<file path="config.mk">
export PLATFORM = sky130hd
export DESIGN_NAME = decoder_3to8_seq_flat
export DESIGN_NICKNAME = d
export VERILOG_FILES = /design/src/rtl/decoder_3to8_seq_if.sv /design/src/rtl/decoder_3to8_seq.sv /design/src/flat_wrapper.sv
export SDC_FILE = /design/constraint.sdc
export NUM_CORES = 1
export LEC_CHECK = 0
export ABC_AREA = 1
export CORE_ASPECT_RATIO = 0.75
export CORE_MARGIN = 2
export CORE_UTILIZATION = 40
export CTS_CLUSTER_DIAMETER = 150
export DETAILED_ROUTE_END_ITERATION = 10
export GPL_TIMING_DRIVEN = 0
export SETUP_SLACK_MARGIN = 0.1
export SLEW_MARGIN = 0
export SYNTH_ARGS = -nofsm -noshare
export SYNTH_HDL_FRONTEND = slang
export SYNTH_SLANG_ARGS = --single-unit
</file>
<file path="constraint.sdc">
create_clock -name clk -period 1.92 [get_ports clk]
set_input_delay 0.384 -clock clk [delete_from_list [all_inputs] [get_ports clk]]
set_output_delay 0.384 -clock clk [all_outputs]
set_load 0.05 [all_outputs]
</file>
<file path="src/rtl/decoder_3to8_seq_if.sv">
// Handshake and decoded-output bundle for decoder_3to8_seq.
// The master side presents codes; the slave side (the decoder) accepts them
// and reports the decoded line, status and completion count.
interface decoder_3to8_seq_if;
    logic       in_valid;
    logic       in_ready;
    logic [2:0] in_code;
    logic [7:0] y;
    logic       busy;
    logic       done;
    logic [7:0] dec_count;

    modport master (
        output in_valid,
        output in_code,
        input  in_ready,
        input  y,
        input  busy,
        input  done,
        input  dec_count
    );

    modport slave (
        input  in_valid,
        input  in_code,
        output in_ready,
        output y,
        output busy,
        output done,
        output dec_count
    );
endinterface

</file>
<file path="src/rtl/decoder_3to8_seq.sv">
// Sequential 3-to-8 decoder: each accepted code drives one line of y high
// for HOLD_CYCLES enabled cycles. A one-entry pending buffer lets the next
// code be accepted during a hold, so consecutive codes appear with no gap.
module decoder_3to8_seq #(
    parameter int HOLD_CYCLES = 4
) (
    input  logic               clk,
    input  logic               rst_n,
    input  logic               en,
    decoder_3to8_seq_if.slave  bus
);

    typedef enum logic {IDLE, HOLD} state_t;

    localparam logic [7:0] TIMER_RELOAD = 8'(HOLD_CYCLES - 1);

    state_t     state_reg;
    logic [7:0] timer_reg;
    logic       pend_valid_reg;
    logic [2:0] pend_code_reg;
    logic [7:0] y_reg;
    logic       busy_reg;
    logic [7:0] count_reg;

    logic       transfer;
    logic       final_cycle;
    logic [2:0] load_code;
    logic [7:0] load_onehot;

    // Ready only when out of reset, enabled and the pending slot is free.
    assign bus.in_ready  = rst_n & en & ~pend_valid_reg;
    assign transfer      = bus.in_valid & bus.in_ready;
    assign final_cycle   = (state_reg == HOLD) && (timer_reg == 8'd0);
    // done depends on registered state plus en/rst_n only, never in_valid.
    assign bus.done      = rst_n & en & final_cycle;

    // A buffered code always takes precedence over the live input; the
    // pending slot is only ever occupied while holding.
    assign load_code = pend_valid_reg ? pend_code_reg : bus.in_code;

    // One comparator per output line forms the one-hot of the code to load.
    genvar gi;
    generate
        for (gi = 0; gi < 8; gi++) begin : g_onehot
            assign load_onehot[gi] = (load_code == 3'(gi));
        end
    endgenerate

    assign bus.y         = y_reg;
    assign bus.busy      = busy_reg;
    assign bus.dec_count = count_reg;

    // Hold FSM: loads codes, times each hold and chains pending codes.
    always_ff @(posedge clk) begin
        if (!rst_n) begin
            state_reg      <= IDLE;
            timer_reg      <= 8'd0;
            pend_valid_reg <= 1'b0;
            pend_code_reg  <= 3'd0;
            y_reg          <= 8'h00;
            busy_reg       <= 1'b0;
            count_reg      <= 8'h00;
        end else if (en) begin
            case (state_reg)
                IDLE: begin
                    if (transfer) begin
                        state_reg <= HOLD;
                        y_reg     <= load_onehot;
                        busy_reg  <= 1'b1;
                        timer_reg <= TIMER_RELOAD;
                    end
                end
                HOLD: begin
                    if (timer_reg != 8'd0) begin
                        timer_reg <= timer_reg - 8'd1;
                        if (transfer) begin
                            pend_valid_reg <= 1'b1;
                            pend_code_reg  <= bus.in_code;
                        end
                    end else begin
                        count_reg <= count_reg + 8'd1;
                        if (pend_valid_reg) begin
                            y_reg          <= load_onehot;
                            timer_reg      <= TIMER_RELOAD;
                            pend_valid_reg <= 1'b0;
                        end else if (transfer) begin
                            // Same-cycle arrival bypasses the buffer.
                            y_reg     <= load_onehot;
                            timer_reg <= TIMER_RELOAD;
                        end else begin
                            state_reg <= IDLE;
                            y_reg     <= 8'h00;
                            busy_reg  <= 1'b0;
                        end
                    end
                end
                default: state_reg <= IDLE;
            endcase
        end
    end

endmodule

</file>
<file path="src/flat_wrapper.sv">
// flat-port wrapper written by rule: the top's interface ports become plain ports
module decoder_3to8_seq_flat 
#(
    parameter int HOLD_CYCLES = 4
)
  (clk, rst_n, en, bus_in_valid, bus_in_code, bus_in_ready, bus_y, bus_busy, bus_done, bus_dec_count);
  decoder_3to8_seq_if bus_i ();
  input  logic clk;
  input  logic rst_n;
  input  logic en;
  input wire logic [$bits(bus_i.in_valid)-1:0] bus_in_valid;
  input wire logic [$bits(bus_i.in_code)-1:0] bus_in_code;
  output wire logic [$bits(bus_i.in_ready)-1:0] bus_in_ready;
  output wire logic [$bits(bus_i.y)-1:0] bus_y;
  output wire logic [$bits(bus_i.busy)-1:0] bus_busy;
  output wire logic [$bits(bus_i.done)-1:0] bus_done;
  output wire logic [$bits(bus_i.dec_count)-1:0] bus_dec_count;
  assign bus_i.in_valid = bus_in_valid;
  assign bus_i.in_code = bus_in_code;
  assign bus_in_ready = bus_i.in_ready;
  assign bus_y = bus_i.y;
  assign bus_busy = bus_i.busy;
  assign bus_done = bus_i.done;
  assign bus_dec_count = bus_i.dec_count;
  decoder_3to8_seq #(.HOLD_CYCLES(HOLD_CYCLES)) u_core (.clk(clk), .rst_n(rst_n), .en(en), .bus(bus_i));
endmodule
</file>
## Word-level counts from Yosys, hierarchy flattened

Cells that the tools add are included.

- Logic and storage cells: 57
- Output and inout bits: 19
- Bits in registers: 30

- Bitwise operators: 7
- Add/sub/neg operators: 2
- Equality and inequality tests: 12
- Multiplexer cells: 20
- Reductions and logical operators: 9

Operators by type and width:

| operator | count |
|---|---|
| 2-to-1 mux 8 bit | 7 |
| case mux 8 bit (2 select lines) | 2 |
| == test 3 bit, second input constant | 4 |
| AND reduction 3 bit | 3 |
| adder 8 x 1 -> 8 bit, second input constant | 1 |
| zero test 8 bit | 1 |
| 2-to-1 mux 1 bit | 8 |
| nonzero test 8 bit | 1 |
| subtractor 8 x 1 -> 8 bit, second input constant | 1 |
| == test 3 x 2 -> 1 bit, second input constant | 2 |
| inequality test 2 bit, second input constant | 3 |
| AND reduction 5 bit | 1 |
| bitwise AND 1 bit | 4 |
| inequality test 2 x 1 -> 1 bit, second input constant | 2 |
| case mux 1 bit (2 select lines) | 2 |
| AND reduction 4 bit | 1 |
| == test 3 x 1 -> 1 bit, second input constant | 1 |
| zero test 3 bit | 1 |
| 2-to-1 mux 3 bit | 1 |
| NOT 1 bit | 3 |
| logical AND 1 bit | 1 |

## Logic depth before layout (Yosys ltp)

Gate-level depths: netlist of run 1.

- Depth in word-level cells: 7
- Gate-level depth with buffers: 11

## Worst setup path after synthesis of run 1

OpenSTA, ideal clock, no wires.

- Kind: flip-flop to output port
- Start point: reg u_core.timer_reg[0]
- End point: out bus_done
- Stages on the path, launching flop included: 7
- Required time: 1.536 ns
- Arrival time: 1.610 ns
- Slack: -0.074 ns
- Cells stage by stage: dfxtp_1 -> inv_1 -> ha_1 -> nand2_1 -> nor2_2 -> nand2_2 -> nor2_1

- Longest elaborated chain between the ends: 3

Ends and longest elaborated chain:

| element | line | source |
|---|---|---|
| start: declaration | decoder_3to8_seq.sv:18 | `logic [7:0] timer_reg;` |
| start signal: assignment | decoder_3to8_seq.sv:75 | `timer_reg <= timer_reg - 8'd1;` |
| zero test 8 bit | decoder_3to8_seq.sv:33 | `assign final_cycle = (state_reg == HOLD) && (timer_reg == 8'd0);` |
| logical AND 1 bit | decoder_3to8_seq.sv:33 |  |
| bitwise AND 1 bit | decoder_3to8_seq.sv:35 | `assign bus.done = rst_n & en & final_cycle;` |
| end: declaration | flat_wrapper.sv:16 | `output wire logic [$bits(bus_i.done)-1:0] bus_done;` |

Every way passes these cells.

## Final worst setup path of run 1

Ends and elaborated chain as after synthesis.

==> results.yml, run 1 <==
sta:
  maxSlewViolCount: 0
  layout_min_cycle_time_ps: 1784
  post_route_fraction_of_the_period_consumed_by_the_critical_path_pct: 92.93
  maxSlewHeadroom_pct: 65.88
  clock-skew-final_ps: 2.366
  fin_setup_tns_ps: 0
  max_freq_mhz: 560.4
  setup_violations: 0
  grt_setup_unrepaired: "yes"
  hold_viol_final: 0
  finalHoldWorstSlack_ps: 452.2
  tightest_slew_ps: 511.8
worst_setup_path:
  cp_max_fo: 5
  worstPathArrival_ps: 1400
  critPathKind: "reg -> out"
  setup.worst_path.end_class: "output port"
  timing.critical_path.from_type: "flop"
  required_ps: 1540
detailed_routing:
  route.vias.total: 1554
  first_pass_iters: 4
  drc: 0
  routed_wire_length_per_instance_um: 12.29
  wirelength_mm: 3.933
  viasPerCell: 4.856
  antenna_left: 0
  drt_iter0_drc: 117
clock_network:
  clock_tree.buffer_depth: 2
  tritoncts_num_sinks: 30
  clock-root-buffer: "sky130_fd_sc_hd__clkbuf_8"
  clock_tree.htree_level_count: 2
  clock_latency_ps: 280
  cts_made_buffers: 5
  clk_transition_reported_paths_ps: 70
  tritoncts: "yes"
  cts_hold_buf: 0
die:
  initial_utilization_pct: 42.68
  chip_width_um: 76.87
  die_h_um: 58.65
  placeableCoreArea_sq_um: 3732
  rows: 19
  total_die_area_sq_um: 4508
  io_pins: 26
layout:
  fin_nets: 276
  layout-area-overhead-vs-synth_pct: 30.01
  final.fill_count: 370
  insertedDiodeCount: 0
  finalCoreUtilization_pct: 55.48
  final_layout_size_suffix_gt1_share_pct: 15.67
  multi_input_area_sq_um: 855.8
  final-seq-area_sq_um: 600.6
synth:
  syn_inst: 230
  synth_nets: 239
  synth_area_sq_um: 1593
  synth-seq-cells: 30
  synth_seq_area_share_pct: 37.71
  yosysTopAreaCellShare_pct: 37.71
  yosys_warnings: 0
  synth.area.top_cells: "sky130_fd_sc_hd__dfxtp_1 (38%), sky130_fd_sc_hd__nand2_1 (9.9%), sky130_fd_sc_hd__a21oi_1 (7.5%)"
  yosys.cell_types.count: 31
  synthesis.area_per_instance_sq_um: 6.925
  synthDominantAreaCellType: "sky130_fd_sc_hd__dfxtp_1"
power_and_ir_drop:
  ir_drop_mv: 0.4346
  power-per-cell-area_nw_per_um2: 681.9
  leakagePower_nw: 0.9860
status:
  status: "complete, no violations"
grt:
  global_router_s_overall_resource_usage_pct: 18.76
  grt_overflow_total: 0
  grt_pass1_wl_mm: 6.513
  grt_antenna_before_repair: 0
  first_global_vias: 1389
  grt_start_max_net_pins: 11
placement:
  gp_congestion: 0.7891
  post_detailed_placement_half_perimeter_wirelength_mm: 2.822
  port_buffers: 24
min_path:
  hold_path.class: "in -> reg"
flow_run:
  maxCapViolations: 0
[final cells by class]
type                            instances  share of cell area, %
Buffer                                  7                  2.417
Clock buffer                            6                  3.988
Clock inverter                          2                 0.6042
Inverter                               32                  5.801
Multi-Input combinational cell        161                  41.33
Sequential cell                        30                  29.00
Tap cell                               52                  3.142
Timing Repair Buffer                   30                  13.72
[metrics by stage]
stage | power (mW) | std cells | setup slack (ps) | cell area, sq um
global route | 1.487 | 320 | 56.23 | 2071
finish | 1.412 | 320 | 135.7 | 2071
floorplan | 0.8167 | 230 | 151.9 | 1595
CTS | 1.431 | 315 | 49.16 | 2016
global placement | 0.8831 | 306 | -778.0 | 1901
detailed placement | 0.8834 | 306 | -779.2 | 1901
[Yosys cell counts, drive strengths merged]
cell type and instances:
a21oi 25, buf 4, clkbuf 3, dfxtp 30
ha 2, inv 32, nand2 48, nand3 15
nand4 8, nor2 29, nor3 4, nor3b 1
o211a 1, o211ai 2, o21a 1, o21ai 22
o21bai 1, or2 1, xnor2 1
[per-layer routing]
layer  global-route usage [%]  share of wire, %  up-vias
met1                    28.31                53      680
met5                        0                 0        -
li1                         -                 -      822
met2                    26.07                39       47
met3                    4.294               7.1        5
met4                    6.494              0.94        0
[cells by family (layout without fill, tap and decap cells)]
kind of cell | after synthesis | count (layout) | share of synthesized area (%)
AND/OR/NAND/NOR | 106 | 106 | 31.97
AO/OA/AOI/OAI | 52 | 52 | 17.75
buffers and inverters | 39 | 77 | 10.45
flip-flops | 30 | 30 | 37.71
adder cells (fa/ha/maj) | 2 | 2 | 1.571
XOR/XNOR | 1 | 1 | 0.5500
[worst max-delay path, stage by stage, from the launching register on]
cell	delay, ps
sky130_fd_sc_hd__dfxtp_1	320
sky130_fd_sc_hd__inv_2	80
sky130_fd_sc_hd__ha_4	150
sky130_fd_sc_hd__nand2_1	90
sky130_fd_sc_hd__nor2_4	130
sky130_fd_sc_hd__nand2_4	90
sky130_fd_sc_hd__nor2_4	100
sky130_fd_sc_hd__buf_6	160
[cells in the final DEF (no fill, tap or decap), types with 5 or more instances in the layout]
cell type	instances
sky130_fd_sc_hd__nor2_1	22
sky130_fd_sc_hd__o21ai_0	17
sky130_fd_sc_hd__dlymetal6s2s_1	5
sky130_fd_sc_hd__inv_1	29
sky130_fd_sc_hd__nand2_1	42
sky130_fd_sc_hd__nand3_1	15
sky130_fd_sc_hd__clkbuf_8	6
sky130_fd_sc_hd__nand4_1	7
sky130_fd_sc_hd__dlygate4sd2_1	13
sky130_fd_sc_hd__buf_4	8
sky130_fd_sc_hd__dfxtp_1	30
sky130_fd_sc_hd__a21oi_1	24
[worst paths after layout]
check	start	endpoint	slack [ps]	cells after the start
worst max-delay path	u_core.timer_reg[0]$_SDFFE_PN0P_	bus_done	140	7
worst min-delay path	en	u_core.timer_reg[6]$_SDFFE_PN0P_	450	4
worst max register to register	u_core.timer_reg[0]$_SDFFE_PN0P_	u_core.bus.dec_count[3]$_SDFFE_PN0P_	330	9
worst min register to register	u_core.pend_code_reg[2]$_SDFFE_PN0P_	u_core.pend_code_reg[2]$_SDFFE_PN0P_	450	2
[what timing repair did]
item / 4_1_cts / 5_1_grt
resized for setup: 31 / 6
setup endpoints to repair: 14 / 6
pin swaps: 0 / 1
setup buffers: 1 / 5
[report_power, final]
part | internal [mW] | switching, mW
Clock | 0.288 | 0.243
Combinational | 0.0801 | 0.153
Sequential | 0.639 | 0.00973
Total | 1.01 | 0.406
Note: power is estimated with default switching activity, not from simulation.
==> run 2: changes to the inputs <==
--- a/config.mk
+++ b/config.mk
@@ -5,8 +5,6 @@
 export SDC_FILE = /design/constraint.sdc
 export NUM_CORES = 1
 export LEC_CHECK = 0
-export ABC_AREA = 1
-export CORE_ASPECT_RATIO = 0.75
 export CORE_MARGIN = 2
 export CORE_UTILIZATION = 40
 export CTS_CLUSTER_DIAMETER = 150
==> run 2 against run 1 <==
  * The flow now finishes with violations (setup timing)
  * Die area shrank 4.4%
  * Via count shrank 4.1%
  * First-iteration DRC count shrank 77%
  * Power shrank 1.9%
  * Clock power shrank 11%
  * Critical path type unchanged
  * Critical endpoint unchanged
==> results.yml, run 2 <==
status:
  status: "finished, violations left"
  failed_checks: "setup timing"
placement:
  gp_congestion: 0.8313
  port_buffers: 24
  post_detailed_placement_half_perimeter_wirelength_mm: 2.745
worst_setup_path:
  cp_max_fo: 3
  crit_path_start: "u_core.timer_reg[0]$_SDFFE_PN0P_"
  timing.critical_path.from_type: "flop"
  critPathKind: "reg -> out"
  required_ps: 1540
  worstRegToRegCells: 7
  reg2reg_setup_slack_ps: 110
  worstReg2RegStart: "u_core.timer_reg[0]$_SDFFE_PN0P_"
  setup.worst_path.end_class: "output port"
  worstPathArrival_ps: 1580
  timing.rr.end: "u_core.bus.dec_count[7]$_SDFFE_PN0P_"
synth:
  post_synth_most_frequent_cells: "sky130_fd_sc_hd__dfxtp_1 (30), sky130_fd_sc_hd__nand2_1 (25), sky130_fd_sc_hd__nor2_1 (17)"
  synth_async_sr_flop_share_pct: 0
  synth_area_sq_um: 1520
  synth_seq_area_share_pct: 39.51
  yosys.cell_types.count: 43
  synthesis.area_per_instance_sq_um: 8.540
  synth.area.top_cells: "sky130_fd_sc_hd__dfxtp_1 (40%), sky130_fd_sc_hd__mux2i_1 (11%), sky130_fd_sc_hd__nand2_1 (6.2%)"
  yosys_warnings: 0
  synthDominantAreaCellType: "sky130_fd_sc_hd__dfxtp_1"
  ys_dominant_reg_cell: "sky130_fd_sc_hd__dfxtp_1"
  synth_nets: 187
  synth_enable_flop_cells: 0
  synth.most_common_cell: "sky130_fd_sc_hd__dfxtp_1"
  yosysTopAreaCellShare_pct: 39.51
  synth-seq-cells: 30
  syn_inst: 178
clock_network:
  cts_hold_buf: 0
  cts_made_buffers: 5
  clock_tree.htree_level_count: 2
  clock_tree.buffer_depth: 2
  tritoncts: "yes"
  tritoncts_num_sinks: 30
  clock-root-buffer: "sky130_fd_sc_hd__clkbuf_8"
  clk_transition_reported_paths_ps: 60
  clock_latency_ps: 290
grt:
  first_global_vias: 1382
  grt_pass1_wl_mm: 6.382
  grt_overflow_total: 0
  global_router_s_overall_resource_usage_pct: 19.87
  grt_start_max_net_pins: 11
  grt_antenna_before_repair: 0
die:
  chip_width_um: 65.65
  die_h_um: 65.65
  rows: 22
  io_pins: 26
  initial_utilization_pct: 41.52
  total_die_area_sq_um: 4310
  placeableCoreArea_sq_um: 3661
layout:
  layout_commonest_cell: "sky130_fd_sc_hd__dfxtp_1"
  final_layout_size_suffix_gt1_share_pct: 22.07
  insertedDiodeCount: 0
  final.fill_count: 333
  finalCoreUtilization_pct: 57.79
  multi_input_area_sq_um: 942.2
  layout-area-overhead-vs-synth_pct: 39.18
  fin_nets: 231
  mostFrequentLayoutCells: "sky130_fd_sc_hd__dfxtp_1 (28), sky130_fd_sc_hd__nand2_1 (25), sky130_fd_sc_hd__mux2i_1 (15), sky130_fd_sc_hd__nor2_1 (15), sky130_fd_sc_hd__buf_4 (13)"
  final-seq-area_sq_um: 603.1
sta:
  tightest_slew_ps: 535.0
  maxSlewViolCount: 0
  setup_violations: 1
  fin_setup_tns_ps: -43.54
  grt_setup_unrepaired: "yes"
  clock-skew-final_ps: 6.789
  setup_ws_ps: -43.54
  maxSlewHeadroom_pct: 64.33
  max_freq_mhz: 509.3
  hold_viol_final: 0
  post_route_fraction_of_the_period_consumed_by_the_critical_path_pct: 102.3
  layout_min_cycle_time_ps: 1964
detailed_routing:
  first_pass_iters: 4
  antenna_left: 0
  drt_iter0_drc: 27
  viasPerCell: 5.519
  wirelength_mm: 3.952
  routed_wire_length_per_instance_um: 14.64
  drc: 0
  route.vias.total: 1490
power_and_ir_drop:
  leakagePower_nw: 0.9591
  p_sw_mw: 0.3895
  p_clk_share_pct: 34.2
  netSwitchingFraction_pct: 28.12
  ir_drop_mv: 0.3719
  power-per-cell-area_nw_per_um2: 654.6
  power.internal_mw: 0.9955
  power.share.sequential_pct: 47.0
  share_comb_of_total_power_pct: 18.8
min_path:
  hold_path.class: "in -> reg"
  min_delay_path_depth: 3
  worst_hold_path.endpoint: "u_core.bus.y[2]$_SDFFE_PN0P_"
  timing.hold.worst.start: "rst_n"
flow_run:
  maxCapViolations: 0
-- run 2: final cells by class --
type,instances,area share (%)
clock buffers,7,3.607
well taps,48,2.839
inverters,8,1.419
flip-flops and latches,30,28.50
multi-input cells,133,44.53
repair buffers,37,16.85
plain buffers,7,2.247
-- run 2: worst max path at each step --
stage / to / slack, ps / depth (start not counted)
5_1_grt: bus_done / -110 / 6
3_5_place_dp: bus_done / -1100 / 6
6_report: bus_done / -40 / 6
3_3_place_gp: bus_done / -1080 / 6
2_1_floorplan: bus_done / 70 / 5
4_1_cts: bus_done / -8 / 6
-- run 2: logic make-up after synthesis --
kind of cell             count (synthesis)  share of synthesized area, %
adder cells (fa/ha/maj)                  2                         1.646
AO/OA/AOI/OAI                           34                         15.56
buffers and inverters                   15                         3.704
AND/OR/NAND/NOR                         76                         25.84
multiplexers                            18                         12.02
XOR/XNOR                                 3                         1.729
flip-flops                              30                         39.51
-- run 2: timing repair --
| item | in CTS | in global routing |
|---|---|---|
| pin swaps | 3 | 9 |
| cloned | 0 | 0 |
| setup buffers | 6 | 7 |
| setup endpoints to repair | 34 | 22 |
| gates resized for setup | 37 | 14 |
-- run 2: power by group through the flow --
stage | Clock [mW] | Combinational, mW | Sequential (mW)
detailed placement | 0 | 0.215 | 0.663
global placement | 0 | 0.212 | 0.663
global route | 0.514 | 0.278 | 0.652
finish | 0.474 | 0.261 | 0.650
floorplan | 0 | 0.134 | 0.680
CTS | 0.481 | 0.234 | 0.650
-- run 2: critical path, cell delays in order, from the launching register on --
cell	delay, ps
sky130_fd_sc_hd__dfxtp_2	330
sky130_fd_sc_hd__inv_2	80
sky130_fd_sc_hd__ha_4	130
sky130_fd_sc_hd__nor4b_4	310
sky130_fd_sc_hd__nand3_4	140
sky130_fd_sc_hd__nor2_4	140
sky130_fd_sc_hd__buf_8	150
-- run 2: metal layers --
layer	track usage (%)	wire [um]
met1	22.30	1676
met2	34.47	2037
met3	7.021	180
met4	7.031	57
met5	0	0
-- run 2: metrics by stage --
stage | power, mW | std cells | setup WS (ps) | cell area, sq um | hold WS [ps]
6_report | 1.385 | 270 | -43.54 | 2116 | 453.6
4_1_cts | 1.366 | 263 | -7.636 | 2022 | 461.7
3_3_place_gp | 0.8750 | 250 | -1084 | 1857 | 444.9
5_1_grt | 1.443 | 270 | -114.3 | 2116 | 470.0
2_1_floorplan | 0.8140 | 178 | 68.38 | 1556 | 460.1
3_5_place_dp | 0.8779 | 250 | -1104 | 1857 | 445.7
==> run 3: changes to the inputs <==
--- a/config.mk
+++ b/config.mk
@@ -11,7 +11,8 @@
 export DETAILED_ROUTE_END_ITERATION = 10
 export GPL_TIMING_DRIVEN = 0
 export SETUP_SLACK_MARGIN = 0.1
-export SLEW_MARGIN = 0
+export SKIP_CTS_REPAIR_TIMING = 1
+export SLEW_MARGIN = 5
 export SYNTH_ARGS = -nofsm -noshare
 export SYNTH_HDL_FRONTEND = slang
 export SYNTH_SLANG_ARGS = --single-unit
==> run 3 against run 2 <==
  * The run still ends with setup timing left
  * Clock skew up 0.67 ps
  * Cell count up 0.74%
  * Flip-flop and latch count unchanged
  * Routed wire length down 3.0%
  * Design area up 2.0%
  * Worst hold slack better by 5.5 ps
  * Die area unchanged
  * Combinational power up 3%
  * Global-route usage down 0.69 points
  * Sequential power about the same
==> results.yml, run 3 (synthesis results as in run 2) <==
die:
  chip_width_um: 65.65
  total_die_area_sq_um: 4310
  io_pins: 26
  initial_utilization_pct: 41.52
  rows: 22
  die_h_um: 65.65
  placeableCoreArea_sq_um: 3661
worst_setup_path:
  slowest_stage: "sky130_fd_sc_hd__dfxtp_2"
  required_ps: 1540
  setup.worst_path.end_class: "output port"
  timing.critical_path.from_type: "flop"
  critPathKind: "reg -> out"
  cp_max_fo: 4
  worstPathArrival_ps: 1580
  reg2reg_setup_slack_ps: 20
  worstReg2RegStart: "u_core.timer_reg[0]$_SDFFE_PN0P_"
  cp_cell_sequence: "inv_2, ha_4, nor4b_4, nand3_4, nor2_4, buf_8"
  crit_path_max_incr_delay_ps: 330
  timing.rr.end: "u_core.bus.dec_count[5]$_SDFFE_PN0P_"
  worstRegToRegCells: 8
min_path:
  timing.hold.worst.start: "u_core.bus.y[2]$_SDFFE_PN0P_"
  min_delay_path_depth: 2
  hold_path.class: "reg -> reg"
  worst_hold_path.endpoint: "u_core.bus.y[2]$_SDFFE_PN0P_"
power_and_ir_drop:
  leakagePower_nw: 1.051
  ir_drop_mv: 0.3751
  power-per-cell-area_nw_per_um2: 642.8
  totalPowerFinal_mw: 1.386
detailed_routing:
  viasPerCell: 5.478
  drc: 0
  antenna_left: 0
  routed_wire_length_per_instance_um: 14.10
  first_pass_iters: 4
  route.vias.total: 1490
  wirelength_mm: 3.834
  drt_iter0_drc: 30
grt:
  first_global_vias: 1328
  grt_overflow_total: 0
  grt_start_max_net_pins: 11
  global_router_s_overall_resource_usage_pct: 19.18
  grt_antenna_before_repair: 0
  grt_pass1_wl_mm: 6.244
status:
  status: "finished, violations left"
  failed_checks: "setup timing"
placement:
  gp_congestion: 0.8313
  post_detailed_placement_half_perimeter_wirelength_mm: 2.745
  port_buffers: 24
  placed_area_sq_um: 1857
  post-place-cells: 250
  place_ws_ps: -1104
clock_network:
  clock_tree.buffer_depth: 2
  clock-root-buffer: "sky130_fd_sc_hd__clkbuf_8"
  cts_made_buffers: 5
  clock_latency_ps: 280
  clock_tree.htree_level_count: 2
  tritoncts_num_sinks: 30
  clk_transition_reported_paths_ps: 60
  tritoncts: "yes"
layout:
  layout-area-overhead-vs-synth_pct: 41.89
  fin_nets: 233
  non_filler_instance_count_after_layout: 272
  finalCoreUtilization_pct: 58.92
  mostFrequentLayoutCells: "sky130_fd_sc_hd__dfxtp_1 (28), sky130_fd_sc_hd__nand2_1 (25), sky130_fd_sc_hd__mux2i_1 (16)"
  insertedDiodeCount: 0
  layout.cell_area.non_filler_sq_um: 2157
  final_layout_size_suffix_gt1_share_pct: 23.21
  layout_commonest_cell: "sky130_fd_sc_hd__dfxtp_1"
sta:
  hold_viol_final: 0
  grt_setup_unrepaired: "yes"
  setup_ws_ps: -44.63
  setup_violations: 1
  clock-skew-final_ps: 7.458
  fin_setup_tns_ps: -44.63
  maxSlewViolCount: 0
  tightest_slew_ps: 525.8
  max_freq_mhz: 509.0
  finalHoldWorstSlack_ps: 459.2
  post_route_fraction_of_the_period_consumed_by_the_critical_path_pct: 102.3
  layout_min_cycle_time_ps: 1965
  maxSlewHeadroom_pct: 64.95
flow_run:
  maxCapViolations: 0
## run 3: critical path, delay by kind of cell, from the launching register on
family        cells  cell delay (ps)
buf+inv           2              230
fa+ha+maj         1              130
simple gates      3              590
flops             1              330
## run 3: where the power goes
part / switching, mW / internal, mW
Combinational: 0.149 / 0.119
Clock: 0.221 / 0.249
Sequential: 0.0125 / 0.637
Total: 0.382 / 1.00
## run 3: worst max-delay path by stage
stage | startpoint | end | slack [ps] | depth (start not counted)
2_1_floorplan | u_core.timer_reg[1]$_SDFFE_PN0P_ | bus_done | 70 | 5
3_3_place_gp | en | bus_done | -1080 | 6
3_5_place_dp | en | bus_done | -1100 | 6
4_1_cts | u_core.timer_reg[0]$_SDFFE_PN0P_ | bus_done | -1140 | 6
5_1_grt | u_core.timer_reg[0]$_SDFFE_PN0P_ | bus_done | -130 | 6
6_report | u_core.timer_reg[0]$_SDFFE_PN0P_ | bus_done | -40 | 6
## run 3: routing by layer
| metal | global-route usage, % | wire length, um |
|---|---|---|
| met4 | 7.031 | 63 |
| met3 | 5.993 | 211 |
| met2 | 32.45 | 1917 |
| met5 | 0 | 0 |
| met1 | 22.60 | 1642 |
## run 3: layout make-up
class / count / area, sq um
plain buffers: 7 / 45.04
clock buffers: 7 / 76.32
fillers: 327 / 1504
inverters: 8 / 30.03
multi-input cells: 133 / 942.2
flip-flops and latches: 30 / 603.1
well taps: 48 / 60.06
repair buffers: 39 / 400.4
